**config.mk**
```make
export PLATFORM = sky130hd
export DESIGN_NAME = pellet_map_ctrl_flat
export DESIGN_NICKNAME = d
export VERILOG_FILES = /design/src/rtl/pacman_maze_pkg.sv /design/src/rtl/pellet_map_ctrl_if.sv /design/src/rtl/pellet_ram.sv /design/src/rtl/pellet_map_ctrl.sv /design/src/flat_wrapper.sv
export SDC_FILE = /design/constraint.sdc
export NUM_CORES = 1
export LEC_CHECK = 0
export CORE_MARGIN = 1.5
export CORE_UTILIZATION = 52
export CTS_BUF_LIST = sky130_fd_sc_hd__clkbuf_16
export CTS_CLUSTER_SIZE = 14
export DETAILED_ROUTE_END_ITERATION = 10
export PLACE_DENSITY = 0.73
export SYNTH_ARGS = -nofsm -noshare
export SYNTH_HDL_FRONTEND = slang
export SYNTH_SLANG_ARGS = --single-unit
```
**constraint.sdc**
```tcl
create_clock -name clk -period 2.9 [get_ports clk]
set_input_delay 0.435 -clock clk [delete_from_list [all_inputs] [get_ports clk]]
set_output_delay 0.435 -clock clk [all_outputs]
set_load 0.1 [all_outputs]
```
**src/rtl/pacman_maze_pkg.sv**
```systemverilog
// Maze constants shared by the pellet map: geometry, walkable-tile mask, pellet count
// and the controller state encoding.
package pacman_maze_pkg;

    localparam int MAZE_DIM     = 8;
    localparam int TILE_PX      = 60;
    localparam int TILES        = MAZE_DIM * MAZE_DIM;
    localparam int PELLET_TOTAL = 22;

    // Ring around rows 1/6 and columns 1/6, plus a two-tile spur at (3,2),(3,3).
    localparam logic [TILES-1:0] PATH_MASK = 64'h007E_4242_4E42_7E00;

    typedef enum logic [1:0] {
        ST_IDLE  = 2'd0,
        ST_FILL  = 2'd1,
        ST_PLAY  = 2'd2,
        ST_CLEAR = 2'd3
    } state_e;

    function automatic logic [5:0] tile_idx(input logic [2:0] row, input logic [2:0] col);
        return {row, col};
    endfunction

endpackage

```
**src/rtl/pellet_map_ctrl_if.sv**
```systemverilog
// Bundle of the pellet map's game-side signals: level start, renderer query, eat handshake
// and status; master drives requests, slave is the controller.
interface pellet_map_ctrl_if;

    logic        start;
    logic [2:0]  rd_row;
    logic [2:0]  rd_col;
    logic        rd_pellet;
    logic        eat_req;
    logic [2:0]  eat_row;
    logic [2:0]  eat_col;
    logic        eat_ack;
    logic        eat_hit;
    logic [6:0]  pellets_left;
    logic [15:0] score;
    logic        level_clear;
    logic        busy;

    modport master (
        output start, rd_row, rd_col, eat_req, eat_row, eat_col,
        input  rd_pellet, eat_ack, eat_hit, pellets_left, score, level_clear, busy
    );

    modport slave (
        input  start, rd_row, rd_col, eat_req, eat_row, eat_col,
        output rd_pellet, eat_ack, eat_hit, pellets_left, score, level_clear, busy
    );

endinterface

```
**src/rtl/pellet_ram.sv**
```systemverilog
// 64x1 pellet storage: registered read port, one write port that also exposes the
// bit it is about to overwrite; reads see the pre-write contents.
module pellet_ram
    import pacman_maze_pkg::*;
(
    input  logic       clk,
    input  logic       rst_n,
    input  logic       rd_en_i,
    input  logic [5:0] rd_addr_i,
    output logic       rd_data_o,
    input  logic       wr_en_i,
    input  logic [5:0] wr_addr_i,
    input  logic       wr_data_i,
    output logic       wr_old_o
);

    logic [TILES-1:0] mem_q;
    logic             rd_data_q;

    always_ff @(posedge clk) begin
        if (!rst_n) begin
            mem_q     <= '0;
            rd_data_q <= 1'b0;
        end else begin
            rd_data_q <= rd_en_i & mem_q[rd_addr_i];
            if (wr_en_i) begin
                mem_q[wr_addr_i] <= wr_data_i;
            end
        end
    end

    assign rd_data_o = rd_data_q;
    assign wr_old_o  = mem_q[wr_addr_i];

endmodule

```
**src/rtl/pellet_map_ctrl.sv**
```systemverilog
// Pellet map controller: fills the maze with pellets, serves renderer reads and resolves eats.
// Define PELLET_SCORE_EN to build the saturating score counter; otherwise score reads 0.
module pellet_map_ctrl
    import pacman_maze_pkg::*;
#(
    parameter int POINTS = 10
) (
    input  logic             clk,
    input  logic             rst_n,
    pellet_map_ctrl_if.slave bus
);

    state_e     state_q, state_d;
    logic [5:0] fill_cnt_q, fill_cnt_d;
    logic [6:0] left_q, left_d;
    logic       ack_q, ack_d;
    logic       hit_q, hit_d;
    logic       accept, fill_last, busy, level_clear, rd_en;
    logic       wr_en, wr_data, wr_old, rd_data;
    logic [5:0] wr_addr, eat_idx, rd_idx;

    assign eat_idx   = tile_idx(bus.eat_row, bus.eat_col);
    assign rd_idx    = tile_idx(bus.rd_row, bus.rd_col);
    assign fill_last = (fill_cnt_q == 6'(TILES - 1));

    always_ff @(posedge clk) begin
        if (!rst_n) begin
            state_q <= ST_IDLE;
        end else begin
            state_q <= state_d;
        end
    end

    always_comb begin
        state_d = state_q;
        unique case (state_q)
            ST_IDLE, ST_CLEAR: begin
                if (bus.start) state_d = ST_FILL;
            end
            ST_FILL: begin
                if (fill_last) state_d = ST_PLAY;
            end
            ST_PLAY: begin
                if (bus.start) begin
                    state_d = ST_FILL;
                end else if (accept && wr_old && left_q == 7'd1) begin
                    state_d = ST_CLEAR;
                end
            end
            default: state_d = ST_IDLE;
        endcase
    end

    // The write port is owned by the fill sweep in FILL and by accepted eats in PLAY.
    always_comb begin
        busy        = (state_q == ST_FILL);
        level_clear = (state_q == ST_CLEAR);
        rd_en       = (state_q == ST_PLAY) || (state_q == ST_CLEAR);
        accept      = bus.eat_req && (state_q == ST_PLAY) && !ack_q && !bus.start;
        wr_en       = 1'b0;
        wr_addr     = eat_idx;
        wr_data     = 1'b0;
        if (state_q == ST_FILL) begin
            wr_en   = 1'b1;
            wr_addr = fill_cnt_q;
            wr_data = PATH_MASK[fill_cnt_q];
        end else if (accept) begin
            wr_en   = 1'b1;
        end
    end

    pellet_ram u_ram (
        .clk       (clk),
        .rst_n     (rst_n),
        .rd_en_i   (rd_en),
        .rd_addr_i (rd_idx),
        .rd_data_o (rd_data),
        .wr_en_i   (wr_en),
        .wr_addr_i (wr_addr),
        .wr_data_i (wr_data),
        .wr_old_o  (wr_old)
    );

    always_comb begin
        fill_cnt_d = (state_q == ST_FILL) ? fill_cnt_q + 6'd1 : 6'd0;
        ack_d      = accept;
        hit_d      = accept && wr_old;
        left_d     = left_q;
        if (state_q == ST_FILL && fill_last) begin
            left_d = 7'(PELLET_TOTAL);
        end else if (accept && wr_old) begin
            left_d = left_q - 7'd1;
        end
    end

    always_ff @(posedge clk) begin
        if (!rst_n) begin
            fill_cnt_q <= 6'd0;
            left_q     <= 7'd0;
            ack_q      <= 1'b0;
            hit_q      <= 1'b0;
        end else begin
            fill_cnt_q <= fill_cnt_d;
            left_q     <= left_d;
            ack_q      <= ack_d;
            hit_q      <= hit_d;
        end
    end

`ifdef PELLET_SCORE_EN
    logic [15:0] score_q, score_d;

    function automatic logic [15:0] sat_add(input logic [15:0] a);
        logic [16:0] sum;
        sum = {1'b0, a} + 17'(POINTS);
        return sum[16] ? 16'hFFFF : sum[15:0];
    endfunction

    always_comb begin
        score_d = score_q;
        if (accept && wr_old) begin
            score_d = sat_add(score_q);
        end
    end

    always_ff @(posedge clk) begin
        if (!rst_n) begin
            score_q <= 16'd0;
        end else begin
            score_q <= score_d;
        end
    end

    assign bus.score = score_q;
`else
    // Without scoring the increment has no effect; score is a constant zero.
    assign bus.score = 16'(POINTS) & 16'h0000;
`endif

    assign bus.rd_pellet    = rd_data;
    assign bus.eat_ack      = ack_q;
    assign bus.eat_hit      = hit_q;
    assign bus.pellets_left = left_q;
    assign bus.level_clear  = level_clear;
    assign bus.busy         = busy;

endmodule
```
**src/flat_wrapper.sv**
```systemverilog
// flat-port wrapper written by rule: the top's interface ports become plain ports
module pellet_map_ctrl_flat import pacman_maze_pkg::*;
#(
    parameter int POINTS = 10
)
  (clk, rst_n, bus_start, bus_rd_row, bus_rd_col, bus_eat_req, bus_eat_row, bus_eat_col, bus_rd_pellet, bus_eat_ack, bus_eat_hit, bus_pellets_left, bus_score, bus_level_clear, bus_busy);
  pellet_map_ctrl_if bus_i ();
  input  logic clk;
  input  logic rst_n;
  input wire logic [$bits(bus_i.start)-1:0] bus_start;
  input wire logic [$bits(bus_i.rd_row)-1:0] bus_rd_row;
  input wire logic [$bits(bus_i.rd_col)-1:0] bus_rd_col;
  input wire logic [$bits(bus_i.eat_req)-1:0] bus_eat_req;
  input wire logic [$bits(bus_i.eat_row)-1:0] bus_eat_row;
  input wire logic [$bits(bus_i.eat_col)-1:0] bus_eat_col;
  output wire logic [$bits(bus_i.rd_pellet)-1:0] bus_rd_pellet;
  output wire logic [$bits(bus_i.eat_ack)-1:0] bus_eat_ack;
  output wire logic [$bits(bus_i.eat_hit)-1:0] bus_eat_hit;
  output wire logic [$bits(bus_i.pellets_left)-1:0] bus_pellets_left;
  output wire logic [$bits(bus_i.score)-1:0] bus_score;
  output wire logic [$bits(bus_i.level_clear)-1:0] bus_level_clear;
  output wire logic [$bits(bus_i.busy)-1:0] bus_busy;
  assign bus_i.start = bus_start;
  assign bus_i.rd_row = bus_rd_row;
  assign bus_i.rd_col = bus_rd_col;
  assign bus_i.eat_req = bus_eat_req;
  assign bus_i.eat_row = bus_eat_row;
  assign bus_i.eat_col = bus_eat_col;
  assign bus_rd_pellet = bus_i.rd_pellet;
  assign bus_eat_ack = bus_i.eat_ack;
  assign bus_eat_hit = bus_i.eat_hit;
  assign bus_pellets_left = bus_i.pellets_left;
  assign bus_score = bus_i.score;
  assign bus_level_clear = bus_i.level_clear;
  assign bus_busy = bus_i.busy;
  pellet_map_ctrl #(.POINTS(POINTS)) u_core (.clk(clk), .rst_n(rst_n), .bus(bus_i));
endmodule
```
-- After elaboration in Yosys (flattened, before gate mapping)
Memory sizes are Yosys's and may differ from the RTL's. A register that Yosys moved wholly into a read port is not among the register bits.
Index checks and enable logic that the tools add are counted.
- $add $sub $neg: 2
- $lt $le $gt $ge: 4
- eq/ne operators: 8
- muxes and demuxes: 20
- bitwise logic cells: 2
- reduce and logical (&&, ||, !) cells: 16
- operators with widths (cell ; number):
    $bwmux W64 ; 1
    $lt A6 B7 Y1 const B ; 3
    $bmux W1 S6 ; 2
    $mux W6 ; 2
    $mux W5 ; 2
    $mux W2 ; 4
    $eq A7 B1 Y1 const B ; 1
    $logic_and A1 B1 Y1 ; 7
    $mux W1 ; 7
    $sub A7 B1 Y7 const B ; 1
    $add A6 B1 Y6 const B ; 1
    $demux W1 S6 ; 1
    $eq A6 B6 Y1 const B ; 1
    $ge A6 B1 Y1 const B ; 1
    $pmux W2 S3 ; 1
    $eq A2 B2 Y1 const B ; 2
    $reduce_or A2 Y1 ; 2
    $ne A3 B2 Y1 const B ; 1
    $reduce_and A3 Y1 ; 1
    $eq A2 B1 Y1 const B ; 1
    $logic_not A1 Y1 ; 2
    $logic_not A2 Y1 ; 1
    $ne A2 B1 Y1 const B ; 1
    $ne A2 B2 Y1 const B ; 1
    5 further kinds ; 5
- bits in registers: 82
- bits in read-only memories: 64
- input bits: 16
- word-level logic and storage cells: 61
- memories: 1
- memory list (memory ; depth ; width ; rd ports ; clocked after Yosys merged registers in ; wr ports ; line ; source):
    (no name shown) ; 64 ; 1 ; 1 ; 1 ; 0 ; pellet_map_ctrl.sv:66 ; wr_data = PATH_MASK[fill_cnt_q];

-- Depth between registers and ports, before layout
Gate-level depths: netlist of the first run.
- word-level depth: 9
- gate-level depth with buffers: 12
- depth with buffers taken out: 10

-- Cells and area by module
From an unflattened synthesis of the first run, not the netlist that was laid out.
- cell total of the unflattened synthesis: 566
- area total of the unflattened synthesis: 5102.4 um^2
- by module, submodules not included (module ; instances ; cells each ; area each (um^2)):
    pellet_ram ; 1 ; 429 ; 3897.5
    pellet_map_ctrl ; 1 ; 137 ; 1204.9

-- Least setup slack after synthesis of the first run
OpenSTA, ideal clock, no wires.
- path type: flip-flop to flip-flop
- from: register u_core.state_q[0]
- to: register u_core.left_q[3], in the netlist u_core.bus.pellets_left[3]
- library setup time: 0.123 ns
- arrival time: 3.317 ns
- data required time: 2.777 ns
- path slack: -0.540 ns
- cell stages (with the launch flop): 12
- path buffers: 2
- cells stage by stage: dfxtp_1 ha_1 buf_6 mux2i_4 buf_6 nand2_1 a32oi_1 o21ai_1 a311oi_2 nand3_2 nor3_1 mux2_1
- word-level cells in the longest chain between the ends: 5
- elaborated cells on any way between the ends: 11
- classes of those cells: eq/ne (2); mux (3); reduce/logical (6)
- RTL lines (item ; line ; source):
    start: declaration ; pellet_map_ctrl.sv:13 ; state_e state_q, state_d;
    start signal: assignment ; pellet_map_ctrl.sv:30 ; state_q <= state_d;
    $eq A2 B1 Y1 * ; - ;
    net bus_busy ; flat_wrapper.sv:22 ; output wire logic [$bits(bus_i.busy)-1:0] bus_busy;
    $mux W6 ; pellet_map_ctrl.sv:63 ; if (state_q == ST_FILL) begin
    $bmux W1 S6 ; pellet_ram.sv:33 ; assign wr_old_o = mem_q[wr_addr_i];
    $mux W1 (not written as such) ; pellet_ram.sv:33 ;
    $logic_and A1 B1 Y1 ; pellet_map_ctrl.sv:91 ; end else if (accept && wr_old) begin
    end signal: assignment ; pellet_map_ctrl.sv:104 ; left_q <= left_d;
    end: declaration ; pellet_map_ctrl.sv:15 ; logic [6:0] left_q, left_d;
The timed path passes the listed nets; every way through them passes the cells marked *. The select of a mux whose other input is x is not followed.
A chain may end at the register's enable or synchronous reset.

-- Worst setup path in the final report of the first run
- from: register u_core.state_q[1]
- to: register u_core.left_q[2], in the netlist u_core.bus.pellets_left[2]
- word-level cells in the longest chain between the ends: 6
- elaborated cells on any way between the ends: 12
- classes of those cells: eq/ne (2); mux (4); reduce/logical (6)
- RTL lines (item ; line):
    $eq A2 B1 Y1 or $eq A2 B2 Y1 (tied branches) ; pellet_map_ctrl.sv:63, pellet_map_ctrl.sv:89, pellet_map_ctrl.sv:59
    $mux W6 or $logic_and A1 B1 Y1 (tied branches) ; pellet_map_ctrl.sv:63, pellet_map_ctrl.sv:59
    $bmux W1 S6 or $logic_and A1 B1 Y1 (tied branches) ; pellet_ram.sv:33, pellet_map_ctrl.sv:59
    $mux W1 (not written as such) or $logic_and A1 B1 Y1 (tied branches) ; pellet_ram.sv:33, pellet_map_ctrl.sv:59
    $logic_and A1 B1 Y1 ; pellet_map_ctrl.sv:91
    $reduce_bool A2 Y1 (no line) ; -
Parallel ways exist; a longest one is shown, timed or not. The select of a mux whose other input is x is not followed.

==> flow_metrics.env, run 1 <==
export IMPL_status="complete, no violations"
export IMPL_min_path_cells=2
export IMPL_wl_per_cell_um=17.2
export IMPL_routed_via_density=5.95
export IMPL_cts_buffers=9
export IMPL_overflow=0
export IMPL_async_reset_ff_share_pct=0
export IMPL_io_pins=44
export IMPL_clk_latency_ns=0.34
export IMPL_hold_class="register to register"
export IMPL_synth_xor_area_share_pct=1.06
export IMPL_tns_ns=0
export IMPL_hpwlAfterDp_um=9530
export IMPL_netlist_area_leader_share_pct=33.6
export IMPL_synth_area_leaders="dfxtp_1 (34%), nand2_1 (10%), mux4_2 (9.6%)"
export IMPL_synth_fa_ha_area_share_pct=1.77
export IMPL_yosys_area_share_simple_pct=22.5
export IMPL_synth_compound_area_share_pct=19.6
export IMPL_ctsHoldBuffers=0
export IMPL_max_cap_violations=0
export IMPL_reg2regPathDepth=12
export IMPL_syn_area_per_cell_um2=7.62
export IMPL_clkSinkCount=83
export IMPL_power_leakage_uw=0.00209
export IMPL_fin_nets=725
export IMPL_endpoint="u_core.bus.pellets_left[2]$_SDFFE_PN0P_"
export IMPL_fillers=765
export IMPL_routabilityCongestion=0.953
export IMPL_rr_startpoint="u_core.state_q[1]$_SDFFE_PN0P_"
export IMPL_critPathLaunchType="register"
export IMPL_netlist_area_um2=4950
export IMPL_place_area_um2=5510
export IMPL_powerDensity_nw_per_um2=610
export IMPL_rows=35
export IMPL_fin_crit_ns=2.80
export IMPL_critPathLaunch="u_core.state_q[1]$_SDFFE_PN0P_"
export IMPL_clk_pin_slew_ns=0.06
export IMPL_setup_viol=0
export IMPL_postSynthCellCount=649
export IMPL_yosysMostFrequentCell="nand2_1"
export IMPL_ys_flop_type="dfxtp_1"
export IMPL_yosysSeqAreaShare_pct=33.6
export IMPL_core_um2=9240
export IMPL_multiInputGateArea_um2=3020
export IMPL_grt_max_degree=65
export IMPL_ir_drop_uv=391
export IMPL_cts_buffer_depth=2
export IMPL_slew_headroom_pct=53.0
export IMPL_die_w_um=101
export IMPL_yosys_top_cells_count="nand2_1 (135), dfxtp_1 (83), nor2_1 (80), o21ai_0 (70), a21oi_1 (67)"
export IMPL_cp_data_arrival_time_ns=3.02
export IMPL_drt_first_pass_iters=5
export IMPL_wl_met3_um=1170
export IMPL_finalHoldViolations=0
export IMPL_period_share_pct=96.7
export IMPL_dieArea_um2=10100
export IMPL_ys_warn_count=0
export IMPL_portBuffers=27
export IMPL_fmax_mhz=357
export IMPL_skew_ns=0.00922
export IMPL_antenna_found_initial=0
export IMPL_rr_endpoint="u_core.bus.pellets_left[2]$_SDFFE_PN0P_"
export IMPL_synth_top_area_cell="dfxtp_1"
export IMPL_cts_tree="built"
export IMPL_start_util_pct=53.5
export IMPL_synth_top_family_by_area="simple AND/OR/NAND/NOR gates"
export IMPL_grt_total_usage_pct=28.2
export IMPL_grt_pass1_vias=4466
export IMPL_final_seq_area_um2=1660
export IMPL_top_layer="met4"
export IMPL_ys_types=55
export IMPL_dr_wl_met2_um=6950
export IMPL_p_total_uw=3610
export IMPL_drtAntennaViolNets=0
export IMPL_drive_gt1_share_pct=18.3
export IMPL_grt_pass1_wl_um=22300
export IMPL_crit_path_max_fanout=7
export IMPL_final_cell_area_um2=5910
export IMPL_antennaDiodeCount=0
export IMPL_die_h_um=101
export IMPL_drtIter0Drc=334
export IMPL_path_class="register to register"
export IMPL_synth_edf_count=0
export IMPL_wl_met1_um=5790
export IMPL_crit_path_end_kind="register"
export IMPL_syn_to_final_growth_pct=19.4
export IMPL_drc=0
export IMPL_synth_seq_cells=83
export IMPL_root_buffer="clkbuf_16"
export IMPL_vias=4963
export IMPL_rrSetupSlack_ns=0.1
export IMPL_tightestPinTransition_ns=0.705
export IMPL_slew_violations=0
export IMPL_worstPathRequired_ns=3.12
export IMPL_h_tree_depth=3
export IMPL_synthMuxAreaShare_pct=13.5
export IMPL_routed_wl_um=14400
[layer usage]
| layer | GRT usage [%] | up-vias |
|---|---|---|
| met5 | 0 | - |
| met4 | 10.5 | 0 |
| met3 | 5.06 | 44 |
| met2 | 46.7 | 255 |
| met1 | 37.0 | 2332 |
| li1 | - | 2332 |
[flip-flops by register name, summed over array words and instances (netlist names), named ones only]
signal	count
u_core.bus.eat_ack	1
u_core.bus.eat_hit	1
u_core.bus.pellets_left	7
u_core.fill_cnt_q	6
u_core.state_q	2
u_core.u_ram.mem_q	64
u_core.u_ram.rd_data_o	1
[power by group]
group	internal, uW	total, uW	switching [uW]
sequential	1160	1170	16.6
combinational	506	1350	842
clock	648	1080	437
[final cells by class]
type,instances,share of cell area (%)
multi-input combinational,504,51.1
tap,129,2.73
timing repair buffer,89,12.5
clock inverter,5,0.805
sequential,83,28.2
clock buffer,9,3.81
inverter,15,0.953
[through the flow]
step	util, %	setup slack, ns	hold WS (ns)	std cells
final	64.0	0.0954	0.492	834
after global routing	64.0	-0.0226	0.519	834
after CTS	62.5	0.0685	0.494	824
after detailed placement	59.6	-0.167	0.485	810
after global placement	59.6	-0.125	0.478	810
after floorplan	-	0.0294	0.463	664
[worst max-delay path, stage by stage (launching register included)]
cell     delay (ns)
dfxtp_2        0.32
inv_2          0.07
ha_4           0.20
mux2_4         0.36
buf_4          0.15
buf_4          0.12
mux2i_1        0.11
a32oi_1        0.19
a31oi_2        0.14
nor4_4         0.34
nand3_4        0.16
buf_6          0.16
a311o_1        0.34
[worst min-delay path by stage]
stage / startpoint / to / slack [ns]
after CTS: u_core.u_ram.mem_q[32]$_SDFFE_PN0P_ / u_core.u_ram.mem_q[32]$_SDFFE_PN0P_ / 0.49
after floorplan: u_core.u_ram.mem_q[54]$_SDFFE_PN0P_ / u_core.u_ram.mem_q[54]$_SDFFE_PN0P_ / 0.46
after global routing: u_core.u_ram.mem_q[32]$_SDFFE_PN0P_ / u_core.u_ram.mem_q[32]$_SDFFE_PN0P_ / 0.52
final: u_core.u_ram.mem_q[32]$_SDFFE_PN0P_ / u_core.u_ram.mem_q[32]$_SDFFE_PN0P_ / 0.49
after detailed placement: u_core.u_ram.mem_q[51]$_SDFFE_PN0P_ / u_core.u_ram.mem_q[51]$_SDFFE_PN0P_ / 0.49
after global placement: u_core.u_ram.mem_q[3]$_SDFFE_PN0P_ / u_core.u_ram.mem_q[3]$_SDFFE_PN0P_ / 0.48
[cells by family after synthesis]
| group | Yosys count |
|---|---|
| AND/OR/NAND/NOR | 263 |
| AO/OA/AOI/OAI | 173 |
| flip-flops | 83 |
| buffers and inverters | 78 |
| multiplexers | 38 |
| adder cells (fa/ha/maj) | 7 |
| XOR/XNOR | 6 |
| other | 1 |
[what timing repair did]
item | CTS | global route
setup buffers | 0 | 9
resized for setup | 0 | 14
setup endpoints to repair | 0 | 4
[layout by cell type (no fill, tap or decap), types with 4 or more instances in the layout]
cell / count
nand2_1: 135
clkdlybuf4s50_1: 14
a32oi_1: 7
buf_4: 71
ha_1: 6
conb_1: 16
nor2_1: 80
inv_1: 13
dfxtp_1: 81
nand3_1: 19
clkbuf_16: 9
xor2_1: 4
mux4_2: 21
a31oi_1: 5
a21oi_1: 67
nand2b_1: 5
o21ai_0: 70
mux2i_1: 11
(Power assumes the default switching activity.)
==> run 2, diff against run 1 <==
--- a/config.mk
+++ b/config.mk
@@ -6,11 +6,11 @@
 export NUM_CORES = 1
 export LEC_CHECK = 0
 export CORE_MARGIN = 1.5
-export CORE_UTILIZATION = 52
+export CORE_UTILIZATION = 58
 export CTS_BUF_LIST = sky130_fd_sc_hd__clkbuf_16
 export CTS_CLUSTER_SIZE = 14
 export DETAILED_ROUTE_END_ITERATION = 10
-export PLACE_DENSITY = 0.73
+export PLACE_DENSITY = 0.8
 export SYNTH_ARGS = -nofsm -noshare
 export SYNTH_HDL_FRONTEND = slang
 export SYNTH_SLANG_ARGS = --single-unit
==> run 2 against run 1 <==
Against the previous run: clock power hardly changed; routed wire length hardly changed; hold slack better by 0.0014 ns; worst setup slack worse by 0.065 ns; via count is 2.9% higher; cell area is 0.17% higher; clock skew is 0.0026 ns lower; total power is 2.0% higher; non-clock buffer count is 2 lower; critical path depth stayed put; clock-buffer cell count stayed put; largest cell class unchanged; largest power group unchanged.
==> flow_metrics.env, run 2 (same netlist as run 1, synthesis figures left out) <==
export IMPL_finalCoreUtilization_pct=71.7
export IMPL_final_seq_area_um2=1660
export IMPL_dieArea_um2=9090
export IMPL_h_tree_depth=3
export IMPL_slew_headroom_pct=55.8
export IMPL_hpwlAfterDp_um=9140
export IMPL_fmax_mhz=348
export IMPL_crit_path_end_kind="register"
export IMPL_wl_per_cell_um=17.7
export IMPL_clk_latency_ns=0.34
export IMPL_path_class="register to register"
export IMPL_die_w_um=95.4
export IMPL_drc=0
export IMPL_core_um2=8260
export IMPL_period_share_pct=99.0
export IMPL_clkSinkCount=83
export IMPL_drtIter0Drc=519
export IMPL_max_stage_delay_ns=0.41
export IMPL_routed_via_density=6.30
export IMPL_hold_class="register to register"
export IMPL_powerDensity_nw_per_um2=621
export IMPL_slowest_stage="a311oi_2"
export IMPL_tightestPinTransition_ns=0.663
export IMPL_fillers=617
export IMPL_antenna_found_initial=0
export IMPL_layout_common_cells="nand2_1 (134), dfxtp_1 (81), nor2_1 (80), o21ai_0 (70), a21oi_1 (67)"
export IMPL_root_buffer="clkbuf_16"
export IMPL_die_h_um=95.4
export IMPL_fin_crit_ns=2.87
export IMPL_cts_buffers=9
export IMPL_worstPathRequired_ns=3.17
export IMPL_status="complete, no violations"
export IMPL_final_cell_area_um2=5920
export IMPL_overflow=0
export IMPL_grt_total_usage_pct=32.3
export IMPL_vias=5107
export IMPL_ir_drop_uv=372
export IMPL_clk_pin_slew_ns=0.07
export IMPL_ctsHoldBuffers=0
export IMPL_rows=33
export IMPL_portBuffers=27
export IMPL_largest_register_ffs=64
export IMPL_antennaDiodeCount=0
export IMPL_drive_gt1_share_pct=18.7
export IMPL_fin_nets=724
export IMPL_cp_data_arrival_time_ns=3.14
export IMPL_grt_max_degree=65
export IMPL_io_pins=44
export IMPL_critPathLaunchType="register"
export IMPL_finalHoldViolations=0
export IMPL_drtAntennaViolNets=0
export IMPL_grt_pass1_vias=4550
export IMPL_routabilityCongestion=0.908
export IMPL_final_common_cell="nand2_1"
export IMPL_start_util_pct=59.9
export IMPL_crit_path_max_fanout=8
export IMPL_place_area_um2=5450
export IMPL_max_cap_violations=0
export IMPL_skew_ns=0.00658
export IMPL_drt_first_pass_iters=5
export IMPL_path_cells="inv_2 -> ha_4 -> mux2_4 -> buf_4 -> mux2i_1 -> a32oi_1 -> a31oi_2 -> a311oi_2 -> nand3_4 -> buf_6 -> mux2_1 -> a21oi_1"
export IMPL_largest_register="u_core.u_ram.mem_q"
export IMPL_syn_to_final_growth_pct=19.7
export IMPL_slew_violations=0
export IMPL_multiInputGateArea_um2=3050
export IMPL_routed_wl_um=14400
export IMPL_cts_tree="built"
export IMPL_grt_pass1_wl_um=22400
export IMPL_setup_viol=0
export IMPL_cts_buffer_depth=2
export IMPL_power_leakage_uw=0.00209
[run 2: changes by cell type in the layout (fill, tap and decap cells not counted), sizes merged]
cell	change
buf	-2
clkinv	-1
mux2i	+1
bufinv	-1
clkinvlp	+2
inv	+2
[run 2: stage by stage]
step / setup TNS [ns] / instances / power, uW / setup slack, ns / hold slack [ns]
floorplan: 0 / 664 / 2040 / 0.0294 / 0.463
global placement: -0.920 / 784 / 2340 / -0.240 / 0.478
detailed placement: -1.30 / 784 / 2370 / -0.314 / 0.483
CTS: -0.00337 / 809 / 3560 / -0.00337 / 0.492
global route: -0.0156 / 811 / 3800 / -0.0156 / 0.520
finish: 0 / 811 / 3680 / 0.0303 / 0.493
[run 2: path summary, 6_finish.rpt]
path / startpoint / depth (start not counted) / to / slack (ns)
setup / recovery: u_core.state_q[1]$_SDFFE_PN0P_ / 12 / u_core.bus.pellets_left[1]$_SDFFE_PN0P_ / 0.03
hold / removal: u_core.u_ram.mem_q[26]$_SDFFE_PN0P_ / 2 / u_core.u_ram.mem_q[26]$_SDFFE_PN0P_ / 0.49
setup reg to reg: u_core.state_q[1]$_SDFFE_PN0P_ / 12 / u_core.bus.pellets_left[1]$_SDFFE_PN0P_ / 0.03
hold reg to reg: u_core.u_ram.mem_q[26]$_SDFFE_PN0P_ / 2 / u_core.u_ram.mem_q[26]$_SDFFE_PN0P_ / 0.49
[run 2: where the power goes]
group | switching [uW] | total (uW) | internal, uW
clock | 502 | 1090 | 586
sequential | 24.1 | 1180 | 1160
combinational | 858 | 1410 | 552
total | 1380 | 3680 | 2290
[run 2: per-layer routing]
| layer | wire length [um] | track usage (%) | vias up |
|---|---|---|---|
| met3 | 1420 | 4.23 | 59 |
| li1 | - | - | 2342 |
| met2 | 6670 | 52.0 | 339 |
| met1 | 5700 | 43.2 | 2367 |
| met5 | 0 | 0 | - |
| met4 | 573 | 14.2 | 0 |
[run 2: timing repair]
item	CTS	global route
gates cloned	2	0
endpoints found under the hold margin	0	0
pin swaps	2	9
gates resized for setup	2	16
setup endpoints to repair	1	8
setup buffers	7	2
[run 2: area by class of cell]
type                            count  area share, %
Clock buffer                        9           3.80
Clock inverter                      7          0.867
Inverter                           15          0.951
Multi-Input combinational cell    505           51.5
Sequential cell                    83           28.1
Tap cell                          105           2.22
Timing Repair Buffer               87           12.5
[run 2: worst max-delay path: cells and delay by family, from the launching register on]
family	cells	cell delay, ns
simple gates	1	0.20
buf+inv	3	0.39
flops	1	0.32
fa+ha+maj	1	0.21
compound gates	4	0.88
mux	3	0.79
